**config.mk**
```make
export PLATFORM = sky130hd
export DESIGN_NAME = vector_sweeper
export DESIGN_NICKNAME = d
export VERILOG_FILES = /design/src/rtl/sweep_pkg.sv /design/src/rtl/hold_timer.sv /design/src/rtl/vector_sweeper.sv
export SDC_FILE = /design/constraint.sdc
export NUM_CORES = 1
export LEC_CHECK = 0
export BUFFER_PORTS_ARGS = -buffer_cell sky130_fd_sc_hd__buf_2
export CAP_MARGIN = 10
export CORE_ASPECT_RATIO = 1.2
export CORE_MARGIN = 3
export CORE_UTILIZATION = 30
export DETAILED_ROUTE_END_ITERATION = 6
export HOLD_SLACK_MARGIN = 0.08
export PLACE_DENSITY = 0.45
export SLEW_MARGIN = 10
export SYNTH_ARGS = -nofsm -noshare
export SYNTH_HDL_FRONTEND = slang
export SYNTH_SLANG_ARGS = --single-unit
```
**constraint.sdc**
```tcl
create_clock -name MAX10_CLK1_50 -period 1.2 [get_ports MAX10_CLK1_50]
set_input_delay 0.06 -clock MAX10_CLK1_50 [delete_from_list [all_inputs] [get_ports MAX10_CLK1_50]]
set_output_delay 0.06 -clock MAX10_CLK1_50 [all_outputs]
set_load 0.03 [all_outputs]
```
**src/rtl/sweep_pkg.sv**
```systemverilog
// Shared types and defaults for the vector sweeper.
// Latency: n/a (declarations only).
// Backpressure: n/a.
package sweep_pkg;

  localparam int WIDTH_DEF = 4;
  localparam int OUTW_DEF  = 1;
  localparam int HOLD_DEF  = 10;
  localparam int TMR_W     = 16;

  typedef enum logic [2:0] {
    S_IDLE      = 3'd0,
    S_APPLY     = 3'd1,
    S_SAMPLE    = 3'd2,
    S_WAIT_STEP = 3'd3,
    S_DONE      = 3'd4
  } state_t;

endpackage

```
**src/rtl/hold_timer.sv**
```systemverilog
// Loadable down-counter that paces how long each vector is held.
// Latency: load/decrement take effect on the next edge; zero is combinational.
// Backpressure: none; en simply pauses the count.
//
// Ports:
//   clk, rst_n  clock and async active-low reset (count resets to 0)
//   load        load load_val on the next edge (wins over en)
//   load_val    value to load
//   en          decrement by one per edge while non-zero
//   zero        high when the count after this edge's update is 0, so the
//               owner can change state on the same edge the count expires
module hold_timer
  import sweep_pkg::*;
#(
  parameter int TW = TMR_W
) (
  input  logic          clk,
  input  logic          rst_n,
  input  logic          load,
  input  logic [TW-1:0] load_val,
  input  logic          en,
  output logic          zero
);

  logic [TW-1:0] cnt_q;
  logic [TW-1:0] cnt_d;

  always_comb begin
    cnt_d = cnt_q;
    if (load) begin
      cnt_d = load_val;
    end else if (en && (cnt_q != '0)) begin
      cnt_d = cnt_q - 1'b1;
    end
  end

  assign zero = (cnt_d == '0);

  always_ff @(posedge clk or negedge rst_n) begin
    if (!rst_n) begin
      cnt_q <= '0;
    end else begin
      cnt_q <= cnt_d;
    end
  end

endmodule

```
**src/rtl/vector_sweeper.sv**
```systemverilog
// Exhaustive stimulus sweeper: drives 0..2^WIDTH-1, compares DUT vs golden, counts errors.
// Latency: each vector held HOLD cycles; a full free-run sweep is 2^WIDTH*HOLD cycles.
// Backpressure: single-step mode parks in WAIT_STEP until a step pulse; abort always wins.
//
// Ports:
//   MAX10_CLK1_50  clock;  RESET_N  async active-low reset (release synchronised)
//   start/step_mode/step/abort  control pulses
//   vec            stimulus to DUT;  dut_resp/exp_resp  response and golden value
//   busy/done/pass status;  err_cnt  saturating mismatch count
// Optional macro VECTOR_SWEEPER_FAIL_CAPTURE_EN adds first_fail / first_fail_vld,
// capturing the vector of the first counted mismatch of a sweep.
module vector_sweeper
  import sweep_pkg::*;
#(
  parameter int WIDTH = WIDTH_DEF,
  parameter int OUTW  = OUTW_DEF,
  parameter int HOLD  = HOLD_DEF
) (
  input  logic             MAX10_CLK1_50,
  input  logic             RESET_N,
  input  logic             start,
  input  logic             step_mode,
  input  logic             step,
  input  logic             abort,
  output logic [WIDTH-1:0] vec,
  input  logic [OUTW-1:0]  dut_resp,
  input  logic [OUTW-1:0]  exp_resp,
  output logic             busy,
  output logic             done,
  output logic             pass,
  output logic [WIDTH:0]   err_cnt
`ifdef VECTOR_SWEEPER_FAIL_CAPTURE_EN
  ,
  output logic [WIDTH-1:0] first_fail,
  output logic             first_fail_vld
`endif
);

  localparam logic [WIDTH-1:0] VEC_MAX = '1;
  localparam logic [WIDTH:0]   ERR_MAX = '1;
  localparam logic [TMR_W-1:0] HOLD_LD = TMR_W'(HOLD - 1);

  // Reset asserts asynchronously through this flop and releases on the next
  // edge, so the FSM sees its first live edge one cycle after release.
  logic rst_q;

  always_ff @(posedge MAX10_CLK1_50 or negedge RESET_N) begin
    if (!RESET_N) begin
      rst_q <= 1'b0;
    end else begin
      rst_q <= 1'b1;
    end
  end

  state_t           state;
  logic             mode_q;
  logic             tmr_load;
  logic [TMR_W-1:0] tmr_val;
  logic             tmr_en;
  logic             tmr_zero;
  logic             start_ok;
  logic             err_inc;
  logic [WIDTH:0]   err_nxt;

  assign start_ok = start && ((state == S_IDLE) || (state == S_DONE));
  assign err_inc  = (state == S_SAMPLE) && (dut_resp != exp_resp) && (err_cnt != ERR_MAX);
  assign err_nxt  = err_cnt + {{WIDTH{1'b0}}, err_inc};
  assign tmr_en   = (state == S_APPLY);

  always_comb begin
    tmr_load = 1'b0;
    tmr_val  = HOLD_LD;
    if (abort) begin
      tmr_load = 1'b1;
      tmr_val  = '0;
    end else begin
      case (state)
        S_IDLE, S_DONE: tmr_load = start;
        // free-run reload for the next vector; last vector and step mode don't reload here
        S_SAMPLE:       tmr_load = (vec != VEC_MAX) && !mode_q;
        S_WAIT_STEP:    tmr_load = step;
        default:        tmr_load = 1'b0;
      endcase
    end
  end

  hold_timer #(.TW(TMR_W)) u_hold_timer (
    .clk      (MAX10_CLK1_50),
    .rst_n    (rst_q),
    .load     (tmr_load),
    .load_val (tmr_val),
    .en       (tmr_en),
    .zero     (tmr_zero)
  );

  always_ff @(posedge MAX10_CLK1_50 or negedge rst_q) begin
    if (!rst_q) begin
      state   <= S_IDLE;
      vec     <= '0;
      err_cnt <= '0;
      busy    <= 1'b0;
      done    <= 1'b0;
      pass    <= 1'b0;
      mode_q  <= 1'b0;
    end else if (abort) begin
      // err_cnt deliberately kept so the partial result stays readable
      state <= S_IDLE;
      vec   <= '0;
      busy  <= 1'b0;
      done  <= 1'b0;
      pass  <= 1'b0;
    end else begin
      case (state)
        S_IDLE, S_DONE: begin
          if (start) begin
            state   <= S_APPLY;
            vec     <= '0;
            err_cnt <= '0;
            busy    <= 1'b1;
            done    <= 1'b0;
            pass    <= 1'b0;
            mode_q  <= step_mode;
          end
        end
        S_APPLY: begin
          if (tmr_zero) begin
            state <= S_SAMPLE;
          end
        end
        S_SAMPLE: begin
          err_cnt <= err_nxt;
          if (vec == VEC_MAX) begin
            state <= S_DONE;
            busy  <= 1'b0;
            done  <= 1'b1;
            pass  <= (err_nxt == '0);
          end else if (mode_q) begin
            state <= S_WAIT_STEP;
            busy  <= 1'b0;
          end else begin
            state <= S_APPLY;
            vec   <= vec + 1'b1;
          end
        end
        S_WAIT_STEP: begin
          if (step) begin
            state <= S_APPLY;
            vec   <= vec + 1'b1;
            busy  <= 1'b1;
          end
        end
        default: begin
          state <= S_IDLE;
          busy  <= 1'b0;
          done  <= 1'b0;
          pass  <= 1'b0;
        end
      endcase
    end
  end

`ifdef VECTOR_SWEEPER_FAIL_CAPTURE_EN
  always_ff @(posedge MAX10_CLK1_50 or negedge rst_q) begin
    if (!rst_q) begin
      first_fail     <= '0;
      first_fail_vld <= 1'b0;
    end else if (!abort) begin
      if (start_ok) begin
        first_fail     <= '0;
        first_fail_vld <= 1'b0;
      end else if (err_inc && !first_fail_vld) begin
        first_fail     <= vec;
        first_fail_vld <= 1'b1;
      end
    end
  end
`else
  logic unused_start_ok;
  assign unused_start_ok = start_ok;
`endif

endmodule

```
==> metrics.csv <==
metric,value,unit
die-area,0.00762,mm2
firstDrtPassIters,4,
path_cells,inv_2 -> ha_4 -> nor3b_4 -> and4_4 -> or4_4 -> a21oi_2 -> or3_4 -> a2111oi_4 -> o31ai_1,
hold_class,in2reg,
crit_start,u_hold_timer.cnt_q[0],
start_util,31.9,%
crit_type,reg2reg,
clockBufferDepth,2,
ir_worst_vdd,0.00122,V
setup_slack,-968,ps
seq_area_frac_synth,41.7,%
vias,2076,
routed_wl,6110,um
netlist.area_leader.share,41.7,%
min-delay-start,abort,
synth_top_area_cell,dfrtp_1,
critPathRequiredTime,1360,ps
core,0.00621,mm2
setup_viol,32,
htreeDepth,2,
antenna_cells,0,
die_y,95.0,um
hold_viol,0,
drv_slew,0,
critical_path_buf_inv_count,1,
grt_pass1_vias,2121,
track_usage,17.0,%
cp_data_arrival_time,2330,ps
drive_above_1_share,61.8,%
drc_errors,0,
power.leakage,1.62,nW
power_density,2570,mW/mm2
synth-seq-cells,33,
ys.flop_type,dfrtp_1,
stdcell_count,428,
syn_to_final_growth,84.9,%
gr-total-overflow,0,
wire_per_inst,14.3,um
yosys-top-cells-area,"dfrtp_1, nor2_1, xnor2_1, nand2_1, ha_1",
whs,168,ps
row_count,31,
grt_first_pass_wirelength,9940,um
violations,negative setup slack,
yosysUniqueCellTypes,46,
final_nets,358,
io_pins,20,
r2r_start,u_hold_timer.cnt_q[0],
max_freq,461,MHz
synth_warnings,0,
fin_skew,4.24,ps
fillers,561,
grt_max_degree,18,
cts-root-buf,clkbuf_8,
place_ws,-1220,ps
syn_nets,232,
synth.cell_area,0.00198,mm2
start_kind,register,
status,"complete, but fails checks",
cts_buffers,5,
period_share,181,%
crit_family,simple AND/OR/NAND/NOR gates,
cts_tree,done,
cp_slowest_cell,dfrtp_1,
synth-edff-count,0,
power,9.43,mW
netlist_instances,219,
place_inst,398,
io_buffer_count,19,
dp_hpwl,4380,um
postPlaceCellArea,0.00296,mm2
rsz0062_at_grt,yes,
path_max_fanout,5,
layout_min_cycle_time,2170,ps
drtIter0Drc,61,
critPathMaxStageDelay,390,ps
stdcell_area,0.00366,mm2
gp_congestion,0.790,
endpoint_kind,register,
die_w,80.2,um
via_per_inst,4.85,
grt_antenna_before_repair,0,
clock_sinks,33,
clk_pin_slew,70,ps
synth-async-reset-ratio,100,%
cap_violations,0,
ant_nets,0,
clkLatencyLatePin,280,ps
syn_avg_cell_area,9.05,um2
-- tightest hold or removal path, stage by stage --
cell and delay, ps:
buf_2 120, or3_4 190, nor2_4 50
-- where the power goes --
part / internal [mW] / leakage (nW) / switching [mW] / total [mW]
clock network: 0.402 / 0.0450 / 0.415 / 0.817
registers: 1.36 / 0.444 / 0.229 / 1.59
logic: 3.78 / 1.13 / 3.24 / 7.02
-- cells in the mapped netlist, types with 2 or more instances --
cell	number
buf_2	2
ha_1	5
o21a_1	2
dfrtp_1	33
nor4_1	8
nand3_1	8
and3_1	2
a41oi_1	2
clkbuf_1	3
a22o_1	5
a31oi_1	3
nand2_1	17
o21ai_0	11
o31ai_1	2
nor2_1	32
o22ai_1	2
or3_1	4
nor3_1	9
nand2b_1	5
nor2b_1	6
nor3b_1	4
inv_1	4
buf_6	2
a211oi_1	4
a21oi_1	6
xor2_1	6
xnor2_1	13
-- worst paths after layout --
check / endpoint / depth (start not counted) / slack [ps]
hold reg to reg: busy / 1 / 210
min in group asynchronous: busy / 1 / 210
hold / removal: u_hold_timer.cnt_q[4] / 3 / 170
setup reg to reg: state[0] / 9 / -970
max in group asynchronous: rst_q / 3 / 510
setup / recovery: state[0] / 9 / -970
-- registers in the layout, indices dropped and copies added (netlist names) --
register	cells
vec	4
mode_q	1
rst_q	1
pass	1
busy	1
u_hold_timer.cnt_q	16
done	1
err_cnt	5
state	3
-- per-stage QoR --
step	setup TNS, ps	util (%)
2_1_floorplan	-16490	-
4_1_cts	-19180	55.1
3_5_place_dp	-22230	47.6
5_1_grt	-22770	59.1
6_report	-20490	59.1
3_3_place_gp	-22250	47.6
-- per-layer routing --
| layer | GRT usage (%) | share of wire [%] | vias to the layer above | wire length, um |
|---|---|---|---|---|
| met5 | 0 | 0 | - | 0 |
| met4 | 5.92 | 1.2 | 0 | 74 |
| met3 | 2.55 | 2.2 | 5 | 136 |
| met2 | 31.2 | 55 | 24 | 3370 |
| met1 | 19.9 | 41 | 1006 | 2530 |
| li1 | - | - | 1041 | - |
-- cells in the final DEF (no fill, tap or decap), drive strengths merged, types with 3 or more instances in the layout --
master	netlist	layout
a211oi	4	4
a21oi	6	6
a22o	5	5
a31oi	3	3
buf	5	121
clkbuf	3	7
dfrtp	33	33
dlygate4sd3	0	4
ha	5	5
inv	4	4
nand2	17	17
nand2b	5	5
nand3	8	8
nor2	32	32
nor2b	6	6
nor3	9	9
nor3b	5	5
nor4	8	8
o21ai	11	11
or3	6	6
xnor2	13	13
xor2	6	6
-- final cells by class --
| class | count | area [um2] | share of cell area, % |
|---|---|---|---|
| clock buffers | 6 | 72.6 | 1.98 |
| clock inverters | 2 | 10.0 | 0.273 |
| inverters | 4 | 15.0 | 0.410 |
| multi-input cells | 175 | 1630 | 44.5 |
| flip-flops and latches | 33 | 830 | 22.6 |
| well taps | 82 | 103 | 2.80 |
| repair buffers | 126 | 1000 | 27.4 |
-- logic make-up (layout without fill, tap and decap cells) --
family	count (synthesis)	in the layout	synth area share [%]
other cells	1	1	0.189
compound gates	41	41	14.7
mux	1	1	0.568
buf+inv	12	138	3.16
simple gates	107	108	28.2
xor+xnor	19	19	8.40
fa+ha+maj	5	5	3.16
flops	33	33	41.7
-- repair_timing --
item / in CTS / in global routing
gates cloned: 1 / 1
resized for setup: 54 / 37
setup endpoints to repair: 32 / 32
hold buffers: 4 / 0
buffers inserted: 12 / 10
hold endpoints to repair: 3 / 0
pin swaps: 28 / 16
No activity file was read; power rests on OpenSTA's default activity.
